### src/rtl/vga_timing_gen_if.sv
// rtl/vga_timing_gen_if.sv - raster timing bus between the timing generator and pixel pipelines
// The generator (master) drives timing; the consumer (slave) drives the run enable.
interface vga_timing_gen_if #(
  parameter int CNT_W   = 10,
  parameter int FRAME_W = 8
);
  logic               en;
  logic               pix_tick;
  logic [CNT_W-1:0]   x;
  logic [CNT_W-1:0]   y;
  logic               h_sync;
  logic               v_sync;
  logic               display_on;
  logic               line_start;
  logic               frame_start;
  logic [FRAME_W-1:0] frame_count;

  modport master (
    input  en,
    output pix_tick, x, y, h_sync, v_sync, display_on,
    output line_start, frame_start, frame_count
  );

  modport slave (
    output en,
    input  pix_tick, x, y, h_sync, v_sync, display_on,
    input  line_start, frame_start, frame_count
  );
endinterface

### src/rtl/vga_timing_gen.sv
// rtl/vga_timing_gen.sv - parametrised raster timing generator with pixel divider and sync delay line
// Syncs and display_on trail x/y by PIPE_DELAY pixel ticks so downstream pixel pipelines line up.
module vga_timing_gen #(
  parameter int H_DISPLAY  = 640,
  parameter int H_FRONT    = 16,
  parameter int H_SYNC     = 96,
  parameter int H_BACK     = 48,
  parameter int V_DISPLAY  = 480,
  parameter int V_FRONT    = 10,
  parameter int V_SYNC     = 2,
  parameter int V_BACK     = 33,
  parameter bit H_SYNC_POL = 1'b0,
  parameter bit V_SYNC_POL = 1'b0,
  parameter int PIX_DIV    = 1,
  parameter int PIPE_DELAY = 1,
  parameter int CNT_W      = 10,
  parameter int FRAME_W    = 8
) (
  input logic              clk,
  input logic              rst_n,
  vga_timing_gen_if.master bus
);
  localparam int H_TOTAL = H_DISPLAY + H_FRONT + H_SYNC + H_BACK;
  localparam int V_TOTAL = V_DISPLAY + V_FRONT + V_SYNC + V_BACK;
  localparam int DIV_W   = (PIX_DIV > 1) ? $clog2(PIX_DIV) : 1;

  if (PIX_DIV < 1 || PIPE_DELAY < 1 ||
      H_TOTAL > (1 << CNT_W) || V_TOTAL > (1 << CNT_W)) begin : g_bad_cfg
    $error("vga_timing_gen: invalid PIX_DIV/PIPE_DELAY or totals exceed CNT_W");
  end

  logic [DIV_W-1:0]           div;
  logic [CNT_W-1:0]           x;
  logic [CNT_W-1:0]           y;
  logic [PIPE_DELAY-1:0][2:0] dly;
  logic                       line_start;
  logic                       frame_start;
  logic [FRAME_W-1:0]         frame_count;

  logic pix_tick;
  logic x_wrap;
  logic y_wrap;
  logic hs_raw;
  logic vs_raw;
  logic act_raw;

  // Gating with rst_n keeps the strobe quiet while reset is held.
  assign pix_tick = rst_n && bus.en && (div == DIV_W'(PIX_DIV - 1));
  assign x_wrap   = (x == CNT_W'(H_TOTAL - 1));
  assign y_wrap   = (y == CNT_W'(V_TOTAL - 1));

  assign hs_raw  = (x >= CNT_W'(H_DISPLAY + H_FRONT)) &&
                   (x <  CNT_W'(H_DISPLAY + H_FRONT + H_SYNC));
  assign vs_raw  = (y >= CNT_W'(V_DISPLAY + V_FRONT)) &&
                   (y <  CNT_W'(V_DISPLAY + V_FRONT + V_SYNC));
  assign act_raw = (x < CNT_W'(H_DISPLAY)) && (y < CNT_W'(V_DISPLAY));

  always_ff @(posedge clk) begin
    if (!rst_n) begin
      div         <= '0;
      x           <= '0;
      y           <= '0;
      dly         <= '0;
      line_start  <= 1'b0;
      frame_start <= 1'b0;
      frame_count <= '0;
    end else begin
      line_start  <= 1'b0;
      frame_start <= 1'b0;
      if (bus.en) begin
        div <= (div == DIV_W'(PIX_DIV - 1)) ? '0 : div + 1'b1;
      end
      if (pix_tick) begin
        x <= x_wrap ? '0 : x + 1'b1;
        if (x_wrap) begin
          y <= y_wrap ? '0 : y + 1'b1;
        end
        // Stage 0 takes the decode of the pixel being left, before x/y advance.
        dly[0] <= {hs_raw, vs_raw, act_raw};
        for (int i = 1; i < PIPE_DELAY; i++) begin
          dly[i] <= dly[i-1];
        end
        line_start  <= x_wrap;
        frame_start <= x_wrap && y_wrap;
        if (x_wrap && y_wrap) begin
          frame_count <= frame_count + 1'b1;
        end
      end
    end
  end

  assign bus.pix_tick    = pix_tick;
  assign bus.x           = x;
  assign bus.y           = y;
  assign bus.h_sync      = dly[PIPE_DELAY-1][2] ? H_SYNC_POL : ~H_SYNC_POL;
  assign bus.v_sync      = dly[PIPE_DELAY-1][1] ? V_SYNC_POL : ~V_SYNC_POL;
  assign bus.display_on  = dly[PIPE_DELAY-1][0];
  assign bus.line_start  = line_start;
  assign bus.frame_start = frame_start;
  assign bus.frame_count = frame_count;
endmodule

### src/flat_wrapper.sv
// flat-port wrapper written by rule: the top's interface ports become plain ports
module vga_timing_gen_flat 
#(
  parameter int H_DISPLAY  = 640,
  parameter int H_FRONT    = 16,
  parameter int H_SYNC     = 96,
  parameter int H_BACK     = 48,
  parameter int V_DISPLAY  = 480,
  parameter int V_FRONT    = 10,
  parameter int V_SYNC     = 2,
  parameter int V_BACK     = 33,
  parameter bit H_SYNC_POL = 1'b0,
  parameter bit V_SYNC_POL = 1'b0,
  parameter int PIX_DIV    = 1,
  parameter int PIPE_DELAY = 1,
  parameter int CNT_W      = 10,
  parameter int FRAME_W    = 8
)
  (clk, rst_n, bus_en, bus_pix_tick, bus_x, bus_y, bus_h_sync, bus_v_sync, bus_display_on, bus_line_start, bus_frame_start, bus_frame_count);
  vga_timing_gen_if #(.CNT_W(CNT_W), .FRAME_W(FRAME_W)) bus_i ();
  input logic clk;
  input logic rst_n;
  input wire logic [$bits(bus_i.en)-1:0] bus_en;
  output wire logic [$bits(bus_i.pix_tick)-1:0] bus_pix_tick;
  output wire logic [$bits(bus_i.x)-1:0] bus_x;
  output wire logic [$bits(bus_i.y)-1:0] bus_y;
  output wire logic [$bits(bus_i.h_sync)-1:0] bus_h_sync;
  output wire logic [$bits(bus_i.v_sync)-1:0] bus_v_sync;
  output wire logic [$bits(bus_i.display_on)-1:0] bus_display_on;
  output wire logic [$bits(bus_i.line_start)-1:0] bus_line_start;
  output wire logic [$bits(bus_i.frame_start)-1:0] bus_frame_start;
  output wire logic [$bits(bus_i.frame_count)-1:0] bus_frame_count;
  assign bus_i.en = bus_en;
  assign bus_pix_tick = bus_i.pix_tick;
  assign bus_x = bus_i.x;
  assign bus_y = bus_i.y;
  assign bus_h_sync = bus_i.h_sync;
  assign bus_v_sync = bus_i.v_sync;
  assign bus_display_on = bus_i.display_on;
  assign bus_line_start = bus_i.line_start;
  assign bus_frame_start = bus_i.frame_start;
  assign bus_frame_count = bus_i.frame_count;
  vga_timing_gen #(.H_DISPLAY(H_DISPLAY), .H_FRONT(H_FRONT), .H_SYNC(H_SYNC), .H_BACK(H_BACK), .V_DISPLAY(V_DISPLAY), .V_FRONT(V_FRONT), .V_SYNC(V_SYNC), .V_BACK(V_BACK), .H_SYNC_POL(H_SYNC_POL), .V_SYNC_POL(V_SYNC_POL), .PIX_DIV(PIX_DIV), .PIPE_DELAY(PIPE_DELAY), .CNT_W(CNT_W), .FRAME_W(FRAME_W)) u_core (.clk(clk), .rst_n(rst_n), .bus(bus_i));
endmodule
### config.mk
export PLATFORM = sky130hd
export DESIGN_NAME = vga_timing_gen_flat
export DESIGN_NICKNAME = d
export VERILOG_FILES = /design/src/rtl/vga_timing_gen_if.sv /design/src/rtl/vga_timing_gen.sv /design/src/flat_wrapper.sv
export SDC_FILE = /design/constraint.sdc
export NUM_CORES = 1
export LEC_CHECK = 0
export ABC_AREA = 1
export CORE_ASPECT_RATIO = 1.25
export CORE_MARGIN = 1.5
export CORE_UTILIZATION = 37
export CTS_BUF_LIST = sky130_fd_sc_hd__clkbuf_16
export DETAILED_ROUTE_END_ITERATION = 10
export GPL_ROUTABILITY_DRIVEN = 0
export HOLD_SLACK_MARGIN = 0.03
export PLACE_DENSITY = 0.68
export SYNTH_ARGS = -nofsm -noshare
export SYNTH_HDL_FRONTEND = slang
export SYNTH_SLANG_ARGS = --single-unit
### constraint.sdc
create_clock -name clk -period 1.9 [get_ports clk]
set_input_delay 0.285 -clock clk [delete_from_list [all_inputs] [get_ports clk]]
set_output_delay 0.285 -clock clk [all_outputs]
set_load 0.02 [all_outputs]
==> out/qor.csv <==
stage;metric;value;unit
outcome;status;completed;
timing;setup-tns-final;0;ns
clocking;clkLatencyLatePin;0.28;ns
route;avgRoutedWirePerCell;11.3;um
critical_path;r2r_slack;0.23;ns
synth;yosysWarningCount;0;
hold_path;holdPathStages;2;
critical_path;critPathLaunchType;flop;
synth;ys_ff_latch;33;
route;routed_wl;4340;um
route;vias;1856;
clocking;postCtsSetupRepairBufs;0;
floorplan;fp-row-count;28;
timing;clock_skew;0.00550;ns
timing;slew_headroom;70.6;%
route;viasPerCell;4.85;
placed_design;post-dp-hpwl;3250;um
timing;tightest_slew;0.441;ns
critical_path;cp_slowest_cell;clkdlybuf4s50_1;
synth;synthTopCellsByArea;dfxtp_1, nand2_1, nor2_1;
floorplan;initial_utilization;38.3;%
clocking;root_buffer;clkbuf_16;
timing;rsz0062_at_grt;no;
hold_path;hp-class;flop to flop;
clocking;htree_levels;2;
floorplan;die_h;81.2;um
floorplan;ios;37;
critical_path;rr_endpoint;u_core.bus.y[7];
layout;multiInputGateArea;972;um^2
floorplan;core-area;4730;um^2
timing;setup_viol;0;
placed_design;port_buffers;36;
layout;diodes;0;
synth;synth_top_cell_area_share;36.5;%
critical_path;cp_num_buf_inv;1;
timing;hold_viol;0;
clocking;clk_path_buf_depth;2;
grt;grt_overflow;0;
clocking;clk_pin_slew;0.05;ns
layout;drive_gt1_share;8.67;%
layout;utilization;51.2;%
grt;grt_max_degree;13;
hold_path;hold_start;u_core.dly[1];
floorplan;dieArea;5330;um^2
grt;grt_pass1_vias;1649;
layout;nFillCells;487;
clocking;clock-sinks;33;
layout;syn2layout_area_growth;33.6;%
layout;nets;331;
pwr;peakVddDrop;0.352;mV
synth;syn_area;1810;um^2
timing;slew_violations;0;
clocking;cts_tree;built;
critical_path;crit_path_cell_trace;clkdlybuf4s50_1;
clocking;numCtsBuffers;5;
route;ant_nets;0;
timing;fin_crit;1.73;ns
critical_path;r2r-start;u_core.bus.x[1];
critical_path;required;1.62;ns
critical_path;end_kind;output port;
layout;regArea;661;um^2
job;cap_viol_max_count;0;
layout;final_common_cell;nand2_1;
floorplan;die_w;65.6;um
critical_path;max_stage_delay;0.67;ns
critical_path;cp_max_fo;8;
timing;timing.final.crit_share;90.8;%
layout;final_cell_mix;nand2_1, nor2_1, inv_1;
route;drt_pre_antenna_iters;4;
route;drc;0;
synth;synthDistinctLibCells;27;
pwr;p_leak;0.00102;uW
critical_path;arrival;1.44;ns
hold_path;holdPathEnd;u_core.dly[1];
grt;grt_usage;17.4;%
synth;netlist_instances;276;
synth;syn_nets;284;
critical_path;path_class;flop to output port;
grt;grt_pass1_wl;7160;um
synth;yosysSeqAreaShare;36.5;%
synth;synth_largest_area_cell;dfxtp_1;
timing;fmax;580;MHz
critical_path;rr_worst_depth;8;
critical_path;crit_family;buffers and inverters;
pwr;power.density;622;nW/um^2
synth;syn_area_per_cell;6.56;um^2
grt;antenna_found_initial;0;
clocking;hold_buffers;0;
route;drt-initial-drc-count;67;
flip-flops by register name, summed over array words and instances (netlist names):
name                    count
u_core.bus.frame_count      8
u_core.bus.frame_start      1
u_core.bus.line_start       1
u_core.bus.x               10
u_core.bus.y               10
u_core.dly                  3
what timing repair did:
item | in CTS | in global routing
gates resized for setup | 0 | 1
hold endpoints to repair | 0 | 0
setup endpoints to repair | 0 | 1
worst max path at each step:
| stage | startpoint | to | cells past startpoint |
|---|---|---|---|
| final | u_core.bus.x[5] | bus_x[5] | 1 |
| after global routing | u_core.bus.y[1] | u_core.bus.frame_count[2] | 11 |
| after CTS | rst_n | bus_pix_tick | 4 |
| after detailed placement | rst_n | bus_pix_tick | 4 |
| after global placement | rst_n | bus_pix_tick | 4 |
| after floorplan | u_core.bus.x[1] | u_core.bus.frame_count[4] | 8 |
logic make-up (layout without fill, tap and decap cells):
logic type / Yosys count / after routing / synth area share (%)
XOR/XNOR: 4 / 4 / 1.93
AND/OR/NAND/NOR: 161 / 161 / 40.4
flip-flops: 33 / 33 / 36.5
buffers and inverters: 47 / 94 / 9.88
adder cells (fa/ha/maj): 5 / 5 / 3.45
AO/OA/AOI/OAI: 26 / 26 / 7.87
layout make-up:
class	instances	area share (%)
multi-input combinational	196	40.2
sequential	33	27.3
timing repair buffer	43	17.2
inverter	44	6.82
clock buffer	5	5.17
tap	60	3.10
clock inverter	2	0.310
stage by stage:
step | area [um^2] | hold WS [ns] | power (uW) | setup WS (ns) | std cells
floorplan | 1810 | 0.387 | 746 | 0.331 | 276
global placement | 2290 | 0.455 | 777 | 0.0422 | 376
detailed placement | 2290 | 0.458 | 776 | 0.0517 | 376
CTS | 2420 | 0.466 | 1520 | 0.0451 | 383
global route | 2420 | 0.510 | 1550 | 0.0712 | 383
finish | 2420 | 0.465 | 1510 | 0.175 | 383
cells in the mapped netlist:
cell type,count
a21oi_1,14
o21ai_0,7
a21o_1,1
nand2_1,68
ha_1,5
o31ai_1,1
buf_2,2
nand4_4,1
nor3_1,11
nor2_4,1
nor4_1,1
nor3_2,1
a211oi_1,1
nand2_2,2
clkbuf_1,1
a31oi_1,1
nor2_2,4
nor2_8,1
inv_2,4
nand4_1,4
inv_1,40
nand3_2,2
nor2_1,44
o311ai_0,1
xor2_1,4
nand3_1,21
dfxtp_1,33
report_power, final:
| part | total (uW) | internal [uW] | switching [uW] |
|---|---|---|---|
| clock network | 745 | 468 | 277 |
| registers | 699 | 696 | 2.75 |
| logic | 63.0 | 25.4 | 37.5 |
| total | 1510 | 1190 | 318 |
routing by layer:
layer	up-vias	wire length, um	GRT usage, %
met1	840	1950	21.2
met4	0	87	7.71
met2	48	2120	29.1
met5	-	0	0
met3	8	184	3.88
li1	960	-	-
Power figures use the tool's default switching activity.
